$ cat config.mk
export PLATFORM = sky130hd
export DESIGN_NAME = fft_pair_serializer_flat
export DESIGN_NICKNAME = d
export VERILOG_FILES = /design/src/rtl/fft_pkg.sv /design/src/rtl/fft_pair_serializer_if.sv /design/src/rtl/fft_pair_fifo.sv /design/src/rtl/fft_pair_serializer.sv /design/src/flat_wrapper.sv
export SDC_FILE = /design/constraint.sdc
export NUM_CORES = 1
export LEC_CHECK = 0
export ABC_CLOCK_PERIOD_IN_PS = 2560
export BUFFER_PORTS_ARGS = -buffer_cell sky130_fd_sc_hd__buf_2
export CAP_MARGIN = 10
export CORE_MARGIN = 2
export CORE_UTILIZATION = 52
export CTS_BUF_LIST = sky130_fd_sc_hd__clkbuf_8
export DETAILED_ROUTE_END_ITERATION = 8
export GPL_TIMING_DRIVEN = 0
export PLACE_DENSITY = 0.67
export RECOVER_POWER = 100
export REMOVE_ABC_BUFFERS = 1
export SETUP_SLACK_MARGIN = 0.05
export SKIP_LAST_GASP = 1
export SLEW_MARGIN = 20
export SYNTH_ARGS = -nofsm -noshare
export SYNTH_HDL_FRONTEND = slang
export SYNTH_SLANG_ARGS = --single-unit
$ cat constraint.sdc
create_clock -name clk -period 2.56 [get_ports clk]
set_input_delay 0.512 -clock clk [delete_from_list [all_inputs] [get_ports clk]]
set_output_delay 0.512 -clock clk [all_outputs]
set_load 0.02 [all_outputs]
$ cat src/rtl/fft_pkg.sv
// fft_pkg: definitions shared by the FFT pair serializer slice.
//   FFT_N / FFT_WORD_SIZE : default frame length and sample width.
//   ADDR_W                : bits needed for an in-frame sample index.
//   pair_t                : one FFT output-read beat {samp1, samp2}.
//   phase_e               : serializer phase (PH1 emits samp1, PH2 emits samp2).
package fft_pkg;

    localparam int FFT_N         = 32;
    localparam int FFT_WORD_SIZE = 16;
    localparam int ADDR_W        = $clog2(FFT_N);

    typedef struct packed {
        logic [FFT_WORD_SIZE-1:0] samp1;
        logic [FFT_WORD_SIZE-1:0] samp2;
    } pair_t;

    typedef enum logic {
        PH1 = 1'b0,
        PH2 = 1'b1
    } phase_e;

endpackage

$ cat src/rtl/fft_pair_serializer_if.sv
// fft_pair_serializer_if: pair input and serial output signals of the
// serializer.
//   in_valid/in_samp1/in_samp2/in_ready : two-sample input beat, in_ready is
//                                         the upstream enable.
//   out_samp/out_valid/out_ready/out_last : one-sample stream with frame end.
//   overflow                            : sticky dropped-pair indicator.
//   out_index                           : sample index (only with FFT_SER_INDEX_EN).
// Modports: slave = serializer side, master = upstream/downstream side.
interface fft_pair_serializer_if #(
    parameter int N         = 32,
    parameter int word_size = 16
);
    logic                 in_valid;
    logic [word_size-1:0] in_samp1;
    logic [word_size-1:0] in_samp2;
    logic                 in_ready;
    logic [word_size-1:0] out_samp;
    logic                 out_valid;
    logic                 out_ready;
    logic                 out_last;
    logic                 overflow;
`ifdef FFT_SER_INDEX_EN
    logic [$clog2(N)-1:0] out_index;

    modport slave (
        input  in_valid, in_samp1, in_samp2, out_ready,
        output in_ready, out_samp, out_valid, out_last, overflow, out_index
    );

    modport master (
        output in_valid, in_samp1, in_samp2, out_ready,
        input  in_ready, out_samp, out_valid, out_last, overflow, out_index
    );
`else
    modport slave (
        input  in_valid, in_samp1, in_samp2, out_ready,
        output in_ready, out_samp, out_valid, out_last, overflow
    );

    modport master (
        output in_valid, in_samp1, in_samp2, out_ready,
        input  in_ready, out_samp, out_valid, out_last, overflow
    );
`endif
endinterface

$ cat src/rtl/fft_pair_fifo.sv
// fft_pair_fifo: synchronous FIFO holding sample pairs.
//   clk, reset_n : clock, asynchronous active-low reset (empties the FIFO).
//   push, wdata  : write wdata at the tail (ignored when full).
//   pop, rdata   : rdata shows the head; pop discards it (ignored when empty).
//   full, empty  : derived from the occupancy count.
module fft_pair_fifo #(
    parameter int FIFO_DEPTH = 4,
    parameter int WIDTH      = 32
) (
    input  logic             clk,
    input  logic             reset_n,
    input  logic             push,
    input  logic             pop,
    input  logic [WIDTH-1:0] wdata,
    output logic [WIDTH-1:0] rdata,
    output logic             full,
    output logic             empty
);
    localparam int PTR_W = $clog2(FIFO_DEPTH);

    logic [PTR_W-1:0] wr_ptr_q, wr_ptr_d;
    logic [PTR_W-1:0] rd_ptr_q, rd_ptr_d;
    logic [PTR_W:0]   count_q, count_d;
    logic [WIDTH-1:0] mem_q [FIFO_DEPTH];
    logic             do_push, do_pop;

    assign full    = (count_q == (PTR_W+1)'(FIFO_DEPTH));
    assign empty   = (count_q == '0);
    assign do_push = push && !full;
    assign do_pop  = pop && !empty;
    assign rdata   = mem_q[rd_ptr_q];

    // Pointers wrap naturally because FIFO_DEPTH is a power of two.
    always_comb begin
        wr_ptr_d = wr_ptr_q;
        rd_ptr_d = rd_ptr_q;
        count_d  = count_q;
        if (do_push) wr_ptr_d = wr_ptr_q + 1'b1;
        if (do_pop)  rd_ptr_d = rd_ptr_q + 1'b1;
        case ({do_push, do_pop})
            2'b10:   count_d = count_q + 1'b1;
            2'b01:   count_d = count_q - 1'b1;
            default: count_d = count_q;
        endcase
    end

    always_ff @(posedge clk or negedge reset_n) begin
        if (!reset_n) begin
            wr_ptr_q <= '0;
            rd_ptr_q <= '0;
            count_q  <= '0;
        end else begin
            wr_ptr_q <= wr_ptr_d;
            rd_ptr_q <= rd_ptr_d;
            count_q  <= count_d;
        end
    end

    // Storage needs no reset: entries are only read once the count covers them.
    always_ff @(posedge clk) begin
        if (do_push) mem_q[wr_ptr_q] <= wdata;
    end

endmodule

$ cat src/rtl/fft_pair_serializer.sv
// fft_pair_serializer: buffers FFT output pairs and re-emits them one sample
// per cycle with valid/ready, marking the last sample of each N-point frame.
//   clk     : rising-edge clock.
//   reset_n : asynchronous active-low reset; discards buffered data and
//             restarts the frame count.
//   bus     : fft_pair_serializer_if.slave (pair input, serial output,
//             sticky overflow).
// Optional: define FFT_SER_INDEX_EN to add bus.out_index, the in-frame index
// of the held sample.
module fft_pair_serializer
    import fft_pkg::*;
#(
    parameter int N          = 32,
    parameter int word_size  = 16,
    parameter int FIFO_DEPTH = 4
) (
    input  logic                   clk,
    input  logic                   reset_n,
    fft_pair_serializer_if.slave   bus
);
    localparam int CNT_W = $clog2(N);
    localparam int PW    = 2 * word_size;

    logic [PW-1:0]        fifo_rdata;
    logic                 fifo_full, fifo_empty;
    logic                 push, pop, load_en, load;

    phase_e               phase_q, phase_d;
    logic [word_size-1:0] out_samp_q, out_samp_d;
    logic                 out_valid_q, out_valid_d;
    logic                 out_last_q, out_last_d;
    logic                 overflow_q, overflow_d;
    logic [CNT_W-1:0]     cnt_q, cnt_d;
`ifdef FFT_SER_INDEX_EN
    logic [CNT_W-1:0]     index_q, index_d;
`endif

    assign push = bus.in_valid && !fifo_full;

    fft_pair_fifo #(
        .FIFO_DEPTH (FIFO_DEPTH),
        .WIDTH      (PW)
    ) u_fifo (
        .clk     (clk),
        .reset_n (reset_n),
        .push    (push),
        .pop     (pop),
        .wdata   ({bus.in_samp1, bus.in_samp2}),
        .rdata   (fifo_rdata),
        .full    (fifo_full),
        .empty   (fifo_empty)
    );

    // cnt_q is the frame index of the next sample to enter the output stage;
    // every loaded sample is later accepted unless reset intervenes.
    always_comb begin
        phase_d     = phase_q;
        out_samp_d  = out_samp_q;
        out_valid_d = out_valid_q;
        out_last_d  = out_last_q;
        cnt_d       = cnt_q;
`ifdef FFT_SER_INDEX_EN
        index_d     = index_q;
`endif
        overflow_d  = overflow_q || (bus.in_valid && fifo_full);
        pop         = 1'b0;
        load_en     = !out_valid_q || bus.out_ready;
        load        = load_en && !fifo_empty;

        if (load) begin
            out_valid_d = 1'b1;
            out_last_d  = (cnt_q == CNT_W'(N - 1));
            cnt_d       = cnt_q + 1'b1;
`ifdef FFT_SER_INDEX_EN
            index_d     = cnt_q;
`endif
            if (phase_q == PH1) begin
                out_samp_d = fifo_rdata[PW-1:word_size];
                phase_d    = PH2;
            end else begin
                // Head pair is fully emitted once samp2 is loaded.
                out_samp_d = fifo_rdata[word_size-1:0];
                pop        = 1'b1;
                phase_d    = PH1;
            end
        end else if (load_en) begin
            out_valid_d = 1'b0;
            out_last_d  = 1'b0;
        end
    end

    always_ff @(posedge clk or negedge reset_n) begin
        if (!reset_n) begin
            phase_q     <= PH1;
            out_samp_q  <= '0;
            out_valid_q <= 1'b0;
            out_last_q  <= 1'b0;
            overflow_q  <= 1'b0;
            cnt_q       <= '0;
`ifdef FFT_SER_INDEX_EN
            index_q     <= '0;
`endif
        end else begin
            phase_q     <= phase_d;
            out_samp_q  <= out_samp_d;
            out_valid_q <= out_valid_d;
            out_last_q  <= out_last_d;
            overflow_q  <= overflow_d;
            cnt_q       <= cnt_d;
`ifdef FFT_SER_INDEX_EN
            index_q     <= index_d;
`endif
        end
    end

    assign bus.in_ready  = !fifo_full;
    assign bus.out_samp  = out_samp_q;
    assign bus.out_valid = out_valid_q;
    assign bus.out_last  = out_last_q;
    assign bus.overflow  = overflow_q;
`ifdef FFT_SER_INDEX_EN
    assign bus.out_index = index_q;
`endif

endmodule

$ cat src/flat_wrapper.sv
// flat-port wrapper written by rule: the top's interface ports become plain ports
module fft_pair_serializer_flat import fft_pkg::*;
#(
    parameter int N          = 32,
    parameter int word_size  = 16,
    parameter int FIFO_DEPTH = 4
)
  (clk, reset_n, bus_in_valid, bus_in_samp1, bus_in_samp2, bus_out_ready, bus_in_ready, bus_out_samp, bus_out_valid, bus_out_last, bus_overflow);
  fft_pair_serializer_if #(.N(N), .word_size(word_size)) bus_i ();
  input  logic clk;
  input  logic reset_n;
  input wire logic [$bits(bus_i.in_valid)-1:0] bus_in_valid;
  input wire logic [$bits(bus_i.in_samp1)-1:0] bus_in_samp1;
  input wire logic [$bits(bus_i.in_samp2)-1:0] bus_in_samp2;
  input wire logic [$bits(bus_i.out_ready)-1:0] bus_out_ready;
  output wire logic [$bits(bus_i.in_ready)-1:0] bus_in_ready;
  output wire logic [$bits(bus_i.out_samp)-1:0] bus_out_samp;
  output wire logic [$bits(bus_i.out_valid)-1:0] bus_out_valid;
  output wire logic [$bits(bus_i.out_last)-1:0] bus_out_last;
  output wire logic [$bits(bus_i.overflow)-1:0] bus_overflow;
  assign bus_i.in_valid = bus_in_valid;
  assign bus_i.in_samp1 = bus_in_samp1;
  assign bus_i.in_samp2 = bus_in_samp2;
  assign bus_i.out_ready = bus_out_ready;
  assign bus_in_ready = bus_i.in_ready;
  assign bus_out_samp = bus_i.out_samp;
  assign bus_out_valid = bus_i.out_valid;
  assign bus_out_last = bus_i.out_last;
  assign bus_overflow = bus_i.overflow;
  fft_pair_serializer #(.N(N), .word_size(word_size), .FIFO_DEPTH(FIFO_DEPTH)) u_core (.clk(clk), .reset_n(reset_n), .bus(bus_i));
endmodule
* Word-level counts from Yosys, hierarchy flattened
Memory sizes are Yosys's and may differ from the RTL's.
Cells that the tools add are included.
** Word-level totals
- Memories :: 1
- ROM bits :: 0
- Output and inout bits :: 20
- Register bits after elaboration :: 32
- Bits of input ports :: 36
- Latch bits :: 0
- Memory bits (writable) :: 128
** Memory list
- u_core.u_fifo.mem_q :: words 4, width 32, rd ports 1, clocked after memory_dff 0, wr ports 1, line fft_pair_fifo.sv:24 : logic [WIDTH-1:0] mem_q [FIFO_DEPTH];
** Operators by class
- Reductions and logical operators :: 13
- $add $sub $neg :: 5
- $mul :: 0
- Order comparisons :: 0
- Muxes and demuxes :: 10
- Shift-type cells :: 0
- Eq/ne operators :: 4
- Divide/modulo/power cells :: 0
- Bitwise operators :: 0
** Operators by type and width (count)
- 2-to-1 mux 16 bit :: 1
- 2-to-1 mux 1 bit :: 8
- case mux 3 bit (2 select lines) :: 1
- adder 5 x 1 -> 5 bit (second input constant) :: 1
- == test 5 bit (second input constant) :: 1
- logical AND 1 bit :: 5
- adder 2 x 1 -> 2 bit (second input constant) :: 2
- nonzero test 2 bit :: 2
- adder 3 x 1 -> 3 bit (second input constant) :: 1
- == test 3 bit (second input constant) :: 1
- logical NOT 1 bit :: 3
- logical NOT 3 bit :: 1
- subtractor 3 x 1 -> 3 bit (second input constant) :: 1
- == test 2 x 1 -> 1 bit (second input constant) :: 1
- == test 2 bit (second input constant) :: 1
- logical OR 1 bit :: 2

* Depth between registers and ports, before layout
Gate-level depths: netlist of the first run.
- Depth after elaboration :: 7
- Depth in mapped cells :: 9
- Gate-level depth less buffers :: 9

* By module
Synthesis of the first run repeated with hierarchy kept, for this count alone.
** Second synthesis, totals
- Cell total of the unflattened synthesis :: 289
- Area total of the unflattened synthesis :: 6357.3 um^2
** By module, submodules not included
- fft_pair_fifo :: times used 1, area each 5091.1 um^2, cells each 205, sequential area each 4018.9 um^2
- fft_pair_serializer :: times used 1, area each 1266.2 um^2, cells each 84, sequential area each 625.6 um^2

* Worst setup path before layout of the first run
Ideal clock, no wire load.
- Kind :: register to register
- Start :: reg u_core.u_fifo.count_q[2]
- End :: mem u_core.u_fifo.mem_q[0][0], enable pin
- Cell stages (with the launch flop) :: 4
- Path buffers :: 0
- Slack :: 516 ps
- Required time :: 2168 ps
- Library setup time :: 392 ps
- Clock period less this slack :: 2044 ps
- Arrival :: 1652 ps
- Cell sequence :: dfrtp_1 > nor3b_2 > nor2b_2 > and2_1
** Between the ends
- Longest elaborated chain between the ends :: 6
** Ends and longest elaborated chain
- start, declared :: line fft_pair_fifo.sv:23 : logic [PTR_W:0] count_q, count_d;
- start signal, assigned :: line fft_pair_fifo.sv:55 : count_q <= count_d;
- == test 3 bit (*) :: line fft_pair_fifo.sv:27 : assign full = (count_q == (PTR_W+1)'(FIFO_DEPTH));
- logical NOT 1 bit (*) :: line fft_pair_fifo.sv:29, fft_pair_serializer.sv:38
- logical AND 1 bit :: line fft_pair_serializer.sv:38 : assign push = bus.in_valid && !fifo_full;
- logical AND 1 bit (*) :: line fft_pair_fifo.sv:29 : assign do_push = push && !full;
- 2-to-1 mux 1 bit (*) :: line fft_pair_fifo.sv:61 : if (do_push) mem_q[wr_ptr_q] <= wdata;
- 2-to-1 mux 1 bit (not written as such) (*) :: line fft_pair_fifo.sv:61
- end, declared :: line fft_pair_fifo.sv:24
Mark *: on every way between the ends. The rest lies on a longest branch, timed or not.

* Final worst setup path of the first run
- Start :: reg u_core.u_fifo.count_q[2]
- End :: mem u_core.u_fifo.mem_q[1][2], enable pin
Same word-level chain as after synthesis.

==> reports/summary.log, run 1 <==
qor: outcome.run_status finished clean
qor: clock_network.clock_tree_root clkbuf_8
qor: pwr.worst_ir_drop_vdd 0.0006121 V
qor: grt.grt_start_max_net_pins 48
qor: pwr.power_density 1170 nW/um^2
qor: clock_network.cts_setup_buffers 0
qor: sta.timing.final.max_slew_violations 0
qor: floorplan.die_h 115.3 um
qor: logic_synthesis.yosys_warnings 0
qor: sta.fmax 0.4409 GHz
qor: logic_synthesis.synthesis.area 6440 sq um
qor: sta.worst_slew_margin_rel 30.06%
qor: floorplan.design.core.area 12060 sq um
qor: grt.global_route.usage.total 19.46%
qor: sta.finClkSkew 13.31 ps
qor: logic_synthesis.synth_cell_types 35
qor: grt.antenna_found_initial 0
qor: pwr.leakage_power_figure 2.572 nW
qor: setup_path.path_max_fanout 25
qor: pwr.power_switching 0.002887 W
qor: logic_synthesis.asr_flop_ratio_synth 20.00%
qor: floorplan.design.die.area 13290 sq um
qor: pwr.comb_power_share 32.6%
qor: placed_design.place_ws 255.0 ps
qor: floorplan.ports 56
qor: clock_network.hold_fix_buffer_count_after_cts 0
qor: clock_network.cts.clk_slew.worst_paths 90 ps
qor: routing.drtPass1Iterations 4
qor: cells_and_area.final_net_count 471
qor: routing.routed_wl 11860 um
qor: grt.grt_overflow_total 0
qor: setup_path.wp_data_arrival 2420 ps
qor: placed_design.place.detailed.hpwl 7079 um
qor: logic_synthesis.number_of_instances_in_the_synthesized_netlist 362
qor: pwr.p_clk_share 21.6%
qor: sta.worst_max_slew_pin_slew 1049 ps
qor: cells_and_area.areaGrowthSynthToFinish 12.41%
qor: floorplan.chip_width 115.3 um
qor: clock_network.htree_levels 4
qor: logic_synthesis.ys_dominant_reg_cell edfxtp_1
qor: clock_network.post_cts_resize_count 0
qor: floorplan.initial_util 53.39%
qor: logic_synthesis.synth_seq_area_share 72.12%
qor: sta.final-hold-violation-count 0
qor: sta.finalWorstSetupSlack 292.1 ps
qor: setup_path.timing.reg2reg.worst_path_depth 4
qor: logic_synthesis.synth-seq-cells 160
qor: clock_network.numCtsBuffers 17
qor: routing.drc 0
qor: pwr.sequentialPowerShare 45.8%
qor: clock_network.clkSinkCount 160
qor: job.drv_cap 0
qor: routing.avgRoutedWirePerCell 19.50 um
qor: floorplan.placement_rows 40
qor: pwr.switching_share 34.09%
qor: placed_design.numPortBuffers 55
qor: setup_path.critPathKind reg2reg
qor: routing.detail_route.vias_per_cell 5.419
qor: logic_synthesis.edff_count_synth 128
qor: setup_path.critical_path.endpoint_type register
qor: sta.grt_setup_unrepaired no
qor: cells_and_area.postLayoutCoreUtil 60.02%
qor: logic_synthesis.post-synth-top-area-fraction 59.69%
qor: logic_synthesis.postSynthAreaPerCell 17.79 sq um
qor: pwr.cell_internal_power_dissipation 0.005582 W
qor: sta.final_sum_of_negative_setup_slack 0 ps
qor: clock_network.worstSkewPairLatency 460 ps
qor: placed_design.place_congestion 0.6844
qor: grt.wire_length_of_the_first_global_routing_pass 18340 um
qor: routing.detailroute.via_count 3295
qor: routing.drt_first_iter_violations 248
qor: worst_hold_path.timing.hold.worst.class in2async
qor: clock_network.cts_tree yes
qor: setup_path.timing.critical_path.from_type register
qor: sta.finalCriticalPeriod 2268 ps
qor: cells_and_area.final_layout_size_suffix_gt1_share 18.86%
qor: logic_synthesis.yosys.area.top_type edfxtp_1
qor: cells_and_area.antenna-diode-count 0
qor: logic_synthesis.largest_cells_by_area_after_synthesis edfxtp_1 (60%), dfrtp_1 (12%), mux2i_1 (5.1%)
qor: clock_network.max-clock-path-buffers 2
qor: setup_path.crit_required 2710 ps
qor: routing.antenna_violating_nets_post_route 0
qor: pwr.power.total 0.008469 W
qor: sta.setup_viol_count_final 0
qor: grt.grt_pass1_vias 3382
qor: sta.final_min_period_over_clock_period 88.59%
path summary, 6_finish.rpt:
| path | endpoint | start | slack (ps) |
|---|---|---|---|
| worst max register to register | u_core.u_fifo.mem_q[1][2]$_DFFE_PP_ | u_core.u_fifo.count_q[2]$_DFFE_PN0P_ | 290 |
| worst max-delay path | u_core.u_fifo.mem_q[1][2]$_DFFE_PP_ | u_core.u_fifo.count_q[2]$_DFFE_PN0P_ | 290 |
| max in group asynchronous | u_core.cnt_q[2]$_DFFE_PN0N_ | reset_n | 1890 |
| min in group clk | u_core.bus.overflow$_DFF_PN0_ | bus_in_valid | 270 |
| worst min-delay path | u_core.bus.out_samp[8]$_DFFE_PN0N_ | reset_n | 140 |
| worst min register to register | u_core.bus.overflow$_DFF_PN0_ | u_core.bus.overflow$_DFF_PN0_ | 460 |
power groups by stage:
stage          sequential [W]  combinational [W]  clock, W
6_report              0.00388            0.00276   0.00183
3_5_place_dp          0.00394            0.00289         0
4_1_cts               0.00389            0.00290   0.00186
2_1_floorplan         0.00414            0.00173         0
5_1_grt               0.00395            0.00303   0.00196
3_3_place_gp          0.00408            0.00258         0
layer usage:
metal  share of wire [%]  track usage [%]
met1                  45            25.72
met3                 4.9            5.377
met5                   0                0
met4                 1.8            8.434
met2                  48            30.59
worst max-delay path: stages, from the launching register on:
cell and delay, ps:
dfrtp_1 440, nor3b_2 200, nor2b_1 370, and2_0 650
buf_12 290
Yosys cell counts, types with 4 or more instances:
master / instances
edfxtp_1: 128
mux2i_1: 33
dfrtp_1: 32
mux2_1: 18
a22o_1: 17
mux2_2: 17
o22ai_1: 16
o31ai_2: 16
o21ai_0: 15
inv_1: 9
buf_2: 8
ha_1: 7
xnor2_1: 7
and2_1: 4
kinds of logic (layout without fill, tap and decap cells):
| kind of cell | Yosys count | count (layout) | share of synthesized area, % |
|---|---|---|---|
| AOI/OAI and AO/OA | 66 | 66 | 8.335 |
| xor gates and xnor gates | 10 | 10 | 1.360 |
| adders and majority gates | 8 | 8 | 1.671 |
| buffers and inverters | 26 | 104 | 2.623 |
| DFF | 160 | 160 | 72.12 |
| muxes | 68 | 68 | 11.25 |
| and+or+nand+nor | 24 | 24 | 2.642 |
metrics by stage:
stage	std cells	area (sq um)	hold slack (ps)
final	608	7239	141.9
after detailed placement	576	6952	446.8
after CTS	608	7348	158.4
after global routing	608	7239	203.5
after global placement	568	6790	434.6
after floorplan	345	6305	216.4
state kept, by name, summed over array words and instances, names as in the netlist:
register	count
u_core.u_fifo.wr_ptr_q	2
u_core.u_fifo.count_q	3
u_core.bus.out_last	1
u_core.bus.overflow	1
u_core.bus.out_samp	16
u_core.bus.out_valid	1
u_core.phase_q	1
u_core.u_fifo.rd_ptr_q	2
u_core.u_fifo.mem_q	128
u_core.cnt_q	5
layout by cell type, fill, tap and decap left out, drive strengths merged, types with 9 or more instances in the layout:
| master | count |
|---|---|
| o22ai | 16 |
| inv | 11 |
| buf | 9 |
| mux2 | 35 |
| o21ai | 16 |
| o31ai | 16 |
| dfrtp | 32 |
| mux2i | 33 |
| clkbuf | 73 |
| a22o | 17 |
| edfxtp | 128 |
cell type report:
cell class,count,area [sq um]
fillers,924,4822
well taps,168,210.2
multi-input cells,176,1624
clock inverters,13,135.1
clock buffers,19,261.5
repair buffers,63,330.3
inverters,9,33.78
flip-flops and latches,160,4644
Power figures use the tool's default switching activity.
==> inputs of run 2 (changes only) <==
--- a/config.mk
+++ b/config.mk
@@ -5,7 +5,7 @@
 export SDC_FILE = /design/constraint.sdc
 export NUM_CORES = 1
 export LEC_CHECK = 0
-export ABC_CLOCK_PERIOD_IN_PS = 2560
+export ABC_CLOCK_PERIOD_IN_PS = 2670
 export BUFFER_PORTS_ARGS = -buffer_cell sky130_fd_sc_hd__buf_2
 export CAP_MARGIN = 10
 export CORE_MARGIN = 2
==> constraint.sdc (replaced) <==
create_clock -name clk -period 2.67 [get_ports clk]
set_input_delay 0.534 -clock clk [delete_from_list [all_inputs] [get_ports clk]]
set_output_delay 0.534 -clock clk [all_outputs]
set_load 0.02 [all_outputs]
==> reports/summary.log, run 2 (synthesis gave the netlist of run 1 again) <==
qor: cells_and_area.antenna-diode-count 0 [unchanged]
qor: placed_design.place.detailed.hpwl 7079 um [unchanged]
qor: routing.drc 0 [unchanged]
qor: cells_and_area.final_net_count 471 [unchanged]
qor: sta.finClkSkew 14.14 ps [+0.8216 ps]
qor: setup_path.critPathKind reg2reg
qor: clock_network.hold_fix_buffer_count_after_cts 0 [unchanged]
qor: pwr.leakage_power_figure 2.567 nW [-0.17%]
qor: grt.antenna_found_initial 0 [unchanged]
qor: routing.antenna_violating_nets_post_route 0 [unchanged]
qor: clock_network.worstSkewPairLatency 460 ps [about the same]
qor: routing.drt_first_iter_violations 241 [-2.8%]
qor: floorplan.design.die.area 13290 sq um [unchanged]
qor: clock_network.htree_levels 4 [unchanged]
qor: clock_network.clock_tree_root clkbuf_8
qor: sta.worst_max_slew_pin_slew 1121 ps [+72.15 ps]
qor: job.drv_cap 0 [unchanged]
qor: floorplan.chip_width 115.3 um [unchanged]
qor: cells_and_area.mostFrequentLayoutCells edfxtp_1 (128), clkbuf_1 (52), mux2i_1 (33)
qor: sta.fmax 0.4391 GHz [-0.41%]
qor: outcome.run_status finished clean
qor: cells_and_area.postLayoutCoreUtil 59.96% [-0.062 points]
qor: setup_path.timing.critical_path.max_delay_family simple AND/OR/NAND/NOR gates
qor: placed_design.numPortBuffers 55 [unchanged]
qor: setup_path.crit_required 3020 ps [+310 ps]
qor: setup_path.wp_data_arrival 2620 ps [+200 ps]
qor: clock_network.post_cts_resize_count 0 [unchanged]
qor: routing.routed_wl 11900 um [+0.34%]
qor: setup_path.cell_type_of_the_slowest_stage_on_the_worst_timing_path nand2_1
qor: sta.worst_slew_margin_rel 25.07% [-5.0 points]
qor: setup_path.critical_path.endpoint_type register
qor: sta.final-hold-violation-count 0 [unchanged]
qor: floorplan.placement_rows 40 [unchanged]
qor: floorplan.initial_util 53.39% [unchanged]
qor: clock_network.cts.clk_slew.worst_paths 90 ps [about the same]
qor: grt.grt_pass1_vias 3382 [unchanged]
qor: cells_and_area.final.fill_count 925 [+0.11%]
qor: sta.final_min_period_over_clock_period 85.29% [-3.3 points]
qor: worst_hold_path.timing.hold.worst.class in2async
qor: clock_network.clkSinkCount 160 [unchanged]
qor: grt.global_route.usage.total 19.46% [unchanged]
qor: grt.grt_start_max_net_pins 48 [unchanged]
qor: cells_and_area.largest_register_ffs 128 [unchanged]
qor: routing.avgRoutedWirePerCell 19.57 um [+0.34%]
qor: cells_and_area.regMostFlops u_core.u_fifo.mem_q
qor: floorplan.design.core.area 12060 sq um [unchanged]
qor: pwr.worst_ir_drop_vdd 0.0005869 V [-4.1%]
qor: cells_and_area.areaGrowthSynthToFinish 12.30%
qor: routing.drtPass1Iterations 5 [+1]
qor: clock_network.cts_setup_buffers 0 [unchanged]
qor: pwr.power_density 1119 nW/um^2 [-4.3%]
qor: sta.timing.final.max_slew_violations 0 [unchanged]
qor: cells_and_area.multiInputGateArea 1588 sq um [-2.2%]
qor: sta.finalCriticalPeriod 2277 ps [+9.392 ps]
qor: setup_path.worst_path_largest_cell_delay 850 ps [+200 ps]
qor: routing.detailroute.via_count 3274 [-0.64%]
qor: sta.setup_viol_count_final 0 [unchanged]
qor: grt.wire_length_of_the_first_global_routing_pass 18340 um [unchanged]
qor: cells_and_area.seq_area 4648 sq um [about the same]
qor: grt.grt_overflow_total 0 [unchanged]
qor: setup_path.timing.critical_path.cells or3_1, nand2_1, mux2_1
qor: placed_design.place_congestion 0.6844 [unchanged]
qor: setup_path.timing.critical_path.from_type register
qor: cells_and_area.layout.cells.most_common edfxtp_1
qor: setup_path.path_max_fanout 18 [-28%]
qor: sta.hold-worst-slack 164.0 ps [+22.08 ps]
qor: routing.detail_route.vias_per_cell 5.385 [-0.64%]
qor: setup_path.cp.buffers_inverters 0 [-1]
qor: clock_network.max-clock-path-buffers 2 [unchanged]
qor: floorplan.die_h 115.3 um [unchanged]
qor: clock_network.numCtsBuffers 17 [unchanged]
qor: cells_and_area.final_layout_size_suffix_gt1_share 17.73% [-1.1 points]
qor: floorplan.ports 56 [unchanged]
qor: sta.grt_setup_unrepaired no
qor: clock_network.cts_tree yes
-- run 2: cell count changes in the layout (fill, tap and decap cells not counted), sizes merged --
cell,before,now
clkbuf,73,71
buf,9,11
-- run 2: worst paths after layout --
path	start	end	slack, ps	cells past startpoint
setup / recovery	u_core.u_fifo.count_q[0]$_DFFE_PN0P_	u_core.cnt_q[4]$_DFFE_PN0N_	390	3
hold / removal	reset_n	u_core.bus.out_samp[8]$_DFFE_PN0N_	160	1
setup reg to reg	u_core.u_fifo.count_q[0]$_DFFE_PN0P_	u_core.cnt_q[4]$_DFFE_PN0N_	390	3
hold reg to reg	u_core.bus.overflow$_DFF_PN0_	u_core.bus.overflow$_DFF_PN0_	460	1
max in group asynchronous	reset_n	u_core.u_fifo.rd_ptr_q[0]$_DFFE_PN0P_	1890	1
min in group clk	bus_in_valid	u_core.bus.overflow$_DFF_PN0_	290	2
-- run 2: per-stage QoR --
step	instance area, sq um	std cells	power (W)	setup slack, ps	setup TNS (ps)
2_1_floorplan	6305	345	0.005627	-66.83	-794.9
3_3_place_gp	6790	568	0.006383	-768.9	-25460
3_5_place_dp	6952	576	0.006555	343.0	0
4_1_cts	7348	608	0.008289	569.5	0
5_1_grt	7232	608	0.008551	192.4	0
6_report	7232	608	0.008093	392.8	0
-- run 2: power breakdown --
group | switching [W] | total, W | internal, W
Clock | 0.000873 | 0.00175 | 0.000879
Sequential | 0.000338 | 0.00372 | 0.00338
Combinational | 0.00153 | 0.00262 | 0.00109
-- run 2: routing by layer --
metal | part of all wire, % | GRT usage [%]
met1 | 44 | 25.72
met2 | 48 | 30.59
met3 | 7.2 | 5.377
met4 | 1.3 | 8.434
met5 | 0 | 0
-- run 2: layout make-up --
type                       count  share of cell area, %
sequential                   160                  64.27
clock inverter                13                  1.869
multi-input combinational    176                  21.95
timing repair buffer          63                  4.913
tap                          168                  2.907
inverter                       9                 0.4671
clock buffer                  19                  3.616
-- run 2: worst reg2reg max path, stage by stage, from the launching register on --
cell	delay (ps)
dfrtp_1	460
or3_1	460
nand2_1	850
mux2_1	390
